**config.mk**
```make
export PLATFORM = sky130hd
export DESIGN_NAME = octant_mapper
export DESIGN_NICKNAME = d
export VERILOG_FILES = /design/src/rtl/bresenham_pkg.sv /design/src/rtl/ram_pkg.sv /design/src/rtl/octant_stage.sv /design/src/rtl/octant_mapper.sv
export SDC_FILE = /design/constraint.sdc
export NUM_CORES = 1
export LEC_CHECK = 0
export CAP_MARGIN = 0
export CORE_ASPECT_RATIO = 0.6
export CORE_MARGIN = 2
export CORE_UTILIZATION = 48
export CTS_CLUSTER_SIZE = 8
export DETAILED_ROUTE_END_ITERATION = 6
export PLACE_DENSITY = 0.82
export SYNTH_ARGS = -nofsm -noshare
export SYNTH_HDL_FRONTEND = slang
export SYNTH_SLANG_ARGS = --single-unit
```
**constraint.sdc**
```tcl
create_clock -name clk -period 2.2 [get_ports clk]
set_input_delay 0.22 -clock clk [delete_from_list [all_inputs] [get_ports clk]]
set_output_delay 0.22 -clock clk [all_outputs]
set_load 0.01 [all_outputs]
```
**src/rtl/bresenham_pkg.sv**
```systemverilog
// Shared types for the Bresenham line path: coordinate widths, line config, octant FSM states.
package bresenham_pkg;
  localparam int X_W   = 9;
  localparam int Y_W   = 8;
  localparam int D_W   = ((X_W > Y_W) ? X_W : Y_W) + 1;
  localparam int CNT_W = 16;

  typedef logic signed [D_W-1:0] offset_t;

  typedef struct packed {
    logic           flip_x;
    logic           flip_y;
    logic           swap;
    logic [X_W-1:0] origin_x;
    logic [Y_W-1:0] origin_y;
  } octant_cfg_t;

  typedef enum logic [1:0] {
    IDLE   = 2'd0,
    STREAM = 2'd1,
    DRAIN  = 2'd2
  } octant_state_e;
endpackage

```
**src/rtl/ram_pkg.sv**
```systemverilog
// Map RAM geometry shared by everything that addresses the occupancy map.
package ram_pkg;
  localparam int MAP_COLS = 400;
  localparam int MAP_ROWS = 200;
endpackage

```
**src/rtl/octant_stage.sv**
```systemverilog
// Generic registered valid/ready pipeline stage carrying a payload of type T.
// Latency: 1 cycle. Full throughput.
// Backpressure: accepts whenever empty or downstream takes the current word; holds data while stalled.
module octant_stage #(
  parameter type T = logic
) (
  input  logic clk,
  input  logic rst,
  input  logic in_valid,
  output logic in_ready,
  input  T     in_data,
  output logic out_valid,
  input  logic out_ready,
  output T     out_data
);
  assign in_ready = !out_valid || out_ready;

  always_ff @(posedge clk or posedge rst) begin
    if (rst) begin
      out_valid <= 1'b0;
      out_data  <= '0;
    end else if (in_ready) begin
      out_valid <= in_valid;
      if (in_valid) out_data <= in_data;
    end
  end
endmodule

```
**src/rtl/octant_mapper.sv**
```systemverilog
// Maps normalised octant-0 Bresenham points to absolute map coordinates with out-of-bounds flag.
// Latency: 2 cycles from input handshake to out_valid, 1 point/cycle.
// Backpressure: out_ready stalls both stages; in_ready drops once both are full.
module octant_mapper
  import bresenham_pkg::*;
#(
  parameter int X_WIDTH    = bresenham_pkg::X_W,
  parameter int Y_WIDTH    = bresenham_pkg::Y_W,
  parameter int MAP_WIDTH  = ram_pkg::MAP_COLS,
  parameter int MAP_HEIGHT = ram_pkg::MAP_ROWS,
  parameter int CNT_WIDTH  = bresenham_pkg::CNT_W,
  localparam int D_WIDTH   = ((X_WIDTH > Y_WIDTH) ? X_WIDTH : Y_WIDTH) + 1
) (
  input  logic                      clk,
  input  logic                      rst,
  input  logic                      cfg_valid,
  output logic                      cfg_ready,
  input  logic                      cfg_flip_x,
  input  logic                      cfg_flip_y,
  input  logic                      cfg_swap,
  input  logic [X_WIDTH-1:0]        cfg_origin_x,
  input  logic [Y_WIDTH-1:0]        cfg_origin_y,
  input  logic                      in_valid,
  output logic                      in_ready,
  input  logic signed [D_WIDTH-1:0] in_x,
  input  logic signed [D_WIDTH-1:0] in_y,
  input  logic                      in_last,
  output logic                      out_valid,
  input  logic                      out_ready,
  output logic [X_WIDTH-1:0]        out_x,
  output logic [Y_WIDTH-1:0]        out_y,
  output logic                      out_oob,
  output logic                      out_last,
  output logic [CNT_WIDTH-1:0]      point_count
);
  localparam int AW = D_WIDTH + 1;
  localparam int SW = D_WIDTH + 2;
  localparam logic signed [SW-1:0] MAP_W_S = SW'(MAP_WIDTH);
  localparam logic signed [SW-1:0] MAP_H_S = SW'(MAP_HEIGHT);

  typedef struct packed {
    logic signed [AW-1:0] a;
    logic signed [AW-1:0] b;
    logic                 last;
  } s1_t;

  typedef struct packed {
    logic [X_WIDTH-1:0] x;
    logic [Y_WIDTH-1:0] y;
    logic               oob;
    logic               last;
  } s2_t;

  octant_state_e state, state_nxt;
  octant_cfg_t   cfg;
  s1_t           s1_in, s1_out;
  s2_t           s2_in, s2_out;
  logic          s1_adv, s2_adv, v1, s1_in_valid;
  logic          in_hs, out_hs, cfg_hs;
  logic signed [AW-1:0] ext_x, ext_y, fx, fy;
  logic signed [SW-1:0] org_x, org_y, sx, sy;

  assign cfg_hs = cfg_valid && cfg_ready;
  assign in_hs  = in_valid && in_ready;
  assign out_hs = out_valid && out_ready;

  always_ff @(posedge clk or posedge rst) begin
    if (rst) state <= IDLE;
    else     state <= state_nxt;
  end

  always_comb begin
    state_nxt = state;
    case (state)
      IDLE:    if (cfg_hs) state_nxt = STREAM;
      STREAM:  if (in_hs && in_last) state_nxt = DRAIN;
      DRAIN:   if (out_hs && out_last) state_nxt = IDLE;
      default: state_nxt = IDLE;
    endcase
  end

  always_comb begin
    cfg_ready = (state == IDLE);
    in_ready  = (state == STREAM) && s1_adv;
  end

  // Config only moves in IDLE, when the pipeline is empty, so in-flight points never see a change.
  always_ff @(posedge clk or posedge rst) begin
    if (rst) cfg <= '0;
    else if (cfg_hs) cfg <= '{flip_x: cfg_flip_x, flip_y: cfg_flip_y, swap: cfg_swap,
                              origin_x: cfg_origin_x, origin_y: cfg_origin_y};
  end

  // One extra bit so negating the most negative offset cannot wrap.
  assign ext_x = {in_x[D_WIDTH-1], in_x};
  assign ext_y = {in_y[D_WIDTH-1], in_y};
  assign fx    = cfg.flip_x ? -ext_x : ext_x;
  assign fy    = cfg.flip_y ? -ext_y : ext_y;

  always_comb begin
    s1_in.a    = cfg.swap ? fy : fx;
    s1_in.b    = cfg.swap ? fx : fy;
    s1_in.last = in_last;
  end

  assign s1_in_valid = in_valid && (state == STREAM);

  octant_stage #(.T(s1_t)) u_stage1 (
    .clk(clk), .rst(rst),
    .in_valid(s1_in_valid), .in_ready(s1_adv), .in_data(s1_in),
    .out_valid(v1), .out_ready(s2_adv), .out_data(s1_out)
  );

  assign org_x = SW'({1'b0, cfg.origin_x});
  assign org_y = SW'({1'b0, cfg.origin_y});
  assign sx    = org_x + {s1_out.a[AW-1], s1_out.a};
  assign sy    = org_y + {s1_out.b[AW-1], s1_out.b};

  always_comb begin
    s2_in.x    = sx[X_WIDTH-1:0];
    s2_in.y    = sy[Y_WIDTH-1:0];
    s2_in.oob  = sx[SW-1] || (sx >= MAP_W_S) || sy[SW-1] || (sy >= MAP_H_S);
    s2_in.last = s1_out.last;
  end

  octant_stage #(.T(s2_t)) u_stage2 (
    .clk(clk), .rst(rst),
    .in_valid(v1), .in_ready(s2_adv), .in_data(s2_in),
    .out_valid(out_valid), .out_ready(out_ready), .out_data(s2_out)
  );

  assign out_x    = s2_out.x;
  assign out_y    = s2_out.y;
  assign out_oob  = s2_out.oob;
  assign out_last = s2_out.last;

  always_ff @(posedge clk or posedge rst) begin
    if (rst)                             point_count <= '0;
    else if (cfg_hs)                     point_count <= '0;
    else if (out_hs && point_count != '1) point_count <= point_count + CNT_WIDTH'(1);
  end
endmodule

```
==> flow_summary_export.csv <==
group,metric,value,unit
outcome,status,"complete, but fails checks",
outcome,violations,"negative setup slack",
yosys,ys_seq_area_frac,0.435,
final_layout,final_net_count,667,
sta,finalHoldViolCount,0,
power,switching_power,684,uW
floorplanning,design.die.area,10700,um2
yosys,synth_area_leaders,"dfrtp_1 (44%), mux2_2 (6.5%), ha_1 (5.3%)",
power,pwr_density_cell,505,nW/um2
yosys,ys_seq_elements,82,
yosys,syn-num-nets,542,
yosys,ys_async_sr_fraction,1.00,
floorplanning,die_w,132,um
sta,slew_headroom,0.712,
critical_path,worstSetupEndpointType,"register",
critical_path,rr_worst_depth,7,
detailed_routing,first_iter_violations,240,
global_routing,grt_pass1_vias,3939,
power,intPower,2.55,mW
critical_path,r2r-end,"u_stage2.out_data[1]",
critical_path,slowest_stage,"dfrtp_1",
sta,setup_slack,-0.0872,ns
global_routing,grt_max_degree,71,
yosys,synth_edf_count,0,
global_routing,grt_pass1_wl,19.9,mm
clocking,cts_tree,"yes",
clocking,cts_hold_buf,0,
power,power.share.clock,0.474,
yosys,synth_largest_area_cell,"dfrtp_1",
sta,setup_viol,1,
clocking,cts_buffer_depth,2,
detailed_routing,firstDrtPassIters,5,
final_layout,drive_gt1_frac,0.182,
critical_path,worstPathArrival,2.50,ns
critical_path,worst_ep_required_time,2.42,ns
yosys,syn_area,4710,um2
detailed_routing,route.detailed.drc,0,
floorplanning,ios,84,
power,seq_power_share,0.467,
critical_path,reg2reg_slack,-0.09,ns
power,peakVddDrop,0.000426,V
sta,slew_violations,0,
floorplanning,row_count,27,
sta,rsz0062_at_grt,"yes",
sta,finalClockSkew,0.00571,ns
sta,post-route-period-util,1.04,
critical_path,cpPeakStageDelay,0.39,ns
yosys,synthDistinctLibCells,54,
sta,min_period,2.29,ns
final_layout,area_growth,36.0,%
placement,gp_congestion,0.833,
yosys,avgSynthCellArea,9.94,um2
placement,post-place-ws,-0.157,ns
power,comb_power_share,0.059,
critical_path,worstSetupStartpointType,"register",
clocking,cts_buffers,9,
detailed_routing,ant_nets,0,
detailed_routing,drt-total-wl,12.2,mm
detailed_routing,vias,4067,
clocking,clock_latency,0.34,ns
critical_path,r2r-start,"cfg[14]",
final_layout,finalNonFillerCells,734,
detailed_routing,wl_per_cell,16.6,um
final_layout,diodes,0,
clocking,cts_root_buffer,"clkbuf_16",
critical_path,timing_worst_setup_path_type,"register to register",
clocking,cts_max_level,3,
yosys,synth_ff_type,"dfrtp_1",
global_routing,grt.total_usage,0.241,
clocking,clock_sinks,82,
yosys,synth_warnings,0,
sta,fmax,0.437,GHz
sta,worstMarginPinSlew,0.426,ns
critical_path,cp_common_cell,"or3_1",
run,drv_cap,0,
global_routing,gr-total-overflow,0,
floorplanning,initial_utilization,0.504,
critical_path,cp_cell_sequence,"ha_1 > or3_1 > a221oi_4 > o31ai_2 > or3_1 > a222oi_1 > a31oi_1",
floorplanning,coreArea,9360,um2
critical_path,critPathMaxFanout,4,
clocking,clk_pin_slew,0.06,ns
power,leakage,2.95,nW
yosys,synth_top_area_share,0.435,
worst_hold_path,min_path_type,"input pin to asynchronous set/reset pin",
power,swShare,0.212,
floorplanning,die_h,80.7,um
yosys,synthCells,474,
detailed_routing,avgViaCountPerCell,5.54,
placement,placed_cells,712,
placement,dp_hpwl,9.13,mm
global_routing,antenna_found_initial,1,
placement,port_buffers,83,
-- worst max-delay path, delay by kind of cell, from the launching register on --
family / cells / cell delay [ns]
AOI/OAI and AO/OA: 4 / 0.81
adders and majority gates: 1 / 0.26
DFF: 1 / 0.39
and+or+nand+nor: 2 / 0.69
-- stage by stage --
stage                     power (mW)   util  setup TNS [ns]  cell area [um2]  hold WS [ns]
after floorplan                 1.60      -         -0.0868             4720         0.372
after global placement          1.72  0.639          -0.113             5980         0.459
after detailed placement        1.73  0.639          -0.211             5980         0.474
after CTS                       3.26  0.681         -0.0152             6370         0.191
after global routing            3.34  0.685          -0.228             6410         0.228
final                           3.23  0.685         -0.0872             6410         0.191
-- metal layers --
metal  vias up  routed length, um  GRT usage
li1       1946                  -          -
met1      1938               5740      0.338
met2       157               5360      0.373
met3        24                822     0.0487
met4         2                255     0.0891
met5         -                 13          0
-- synth_stat cells, types with 4 or more instances --
cell and number:
dfrtp_1 82, nand2_1 59, o21ai_0 39, nor2_1 36, mux2_2 27, xnor2_1 24
mux2i_1 22, ha_1 20, xor2_1 20, a21oi_1 15, clkbuf_1 13, inv_1 11
a21o_1 9, and3_1 8, nand3_1 7, o31ai_1 7, a211oi_1 6, nand4_1 6
a31oi_1 4, nor3_1 4, or3_1 4
-- power groups by stage --
| stage | clock network, mW | registers (mW) | logic [mW] |
|---|---|---|---|
| after CTS | 1.56 | 1.51 | 0.193 |
| after global placement | 0 | 1.54 | 0.187 |
| final | 1.53 | 1.51 | 0.191 |
| after detailed placement | 0 | 1.54 | 0.191 |
| after global routing | 1.62 | 1.51 | 0.210 |
| after floorplan | 0 | 1.54 | 0.0640 |
-- flip-flops by register name (all words and copies together), names as in the netlist --
name                count
u_stage2.out_valid      1
cfg                    20
u_stage1.out_valid      1
point_count            16
u_stage2.out_data      19
state                   2
u_stage1.out_data      23
-- cells by family after synthesis --
logic type / share of synthesized area
AOI/OAI and AO/OA: 0.142
xor gates and xnor gates: 0.0818
adders and majority gates: 0.0616
buffers and inverters: 0.0273
DFF: 0.435
muxes: 0.111
and+or+nand+nor: 0.140
-- how the worst max path moves through the flow --
stage,start,end,slack (ns),cells past startpoint
global placement,cfg[0],u_stage2.out_data[1],-0.11,8
floorplan,cfg[2],u_stage2.out_data[1],-0.09,8
finish,cfg[14],u_stage2.out_data[1],-0.09,7
detailed placement,cfg[8],u_stage2.out_data[1],-0.16,8
global route,cfg[8],u_stage2.out_data[1],-0.19,8
CTS,cfg[1],u_stage2.out_data[1],-0.02,7
-- cell usage in the layout (no fill, tap or decap), types with 9 or more instances in the layout --
cell type	netlist	final
clkdlybuf4s50_1	0	83
dfrtp_1	82	82
nand2_1	59	59
buf_4	0	48
o21ai_0	39	38
nor2_1	36	36
mux2_2	27	27
xnor2_1	24	24
mux2i_1	22	22
xor2_1	20	20
ha_1	20	17
a21oi_1	15	14
inv_1	11	10
a21o_1	9	9
clkbuf_16	0	9
-- area by class of cell --
type	instances	area (um2)
sequential	82	2050
multi-input combinational	362	2610
clock buffer	12	256
inverter	11	45.0
timing repair buffer	133	1230
clock inverter	4	50.0
tap	130	163
fill	708	2950
-- timing repair --
item	in CTS	in global routing
resized for setup	8	7
cloned	0	0
pin swaps	10	2
setup buffers	6	0
setup endpoints to repair	3	3
endpoints found under the hold margin	0	0
Power figures use the tool's default switching activity.
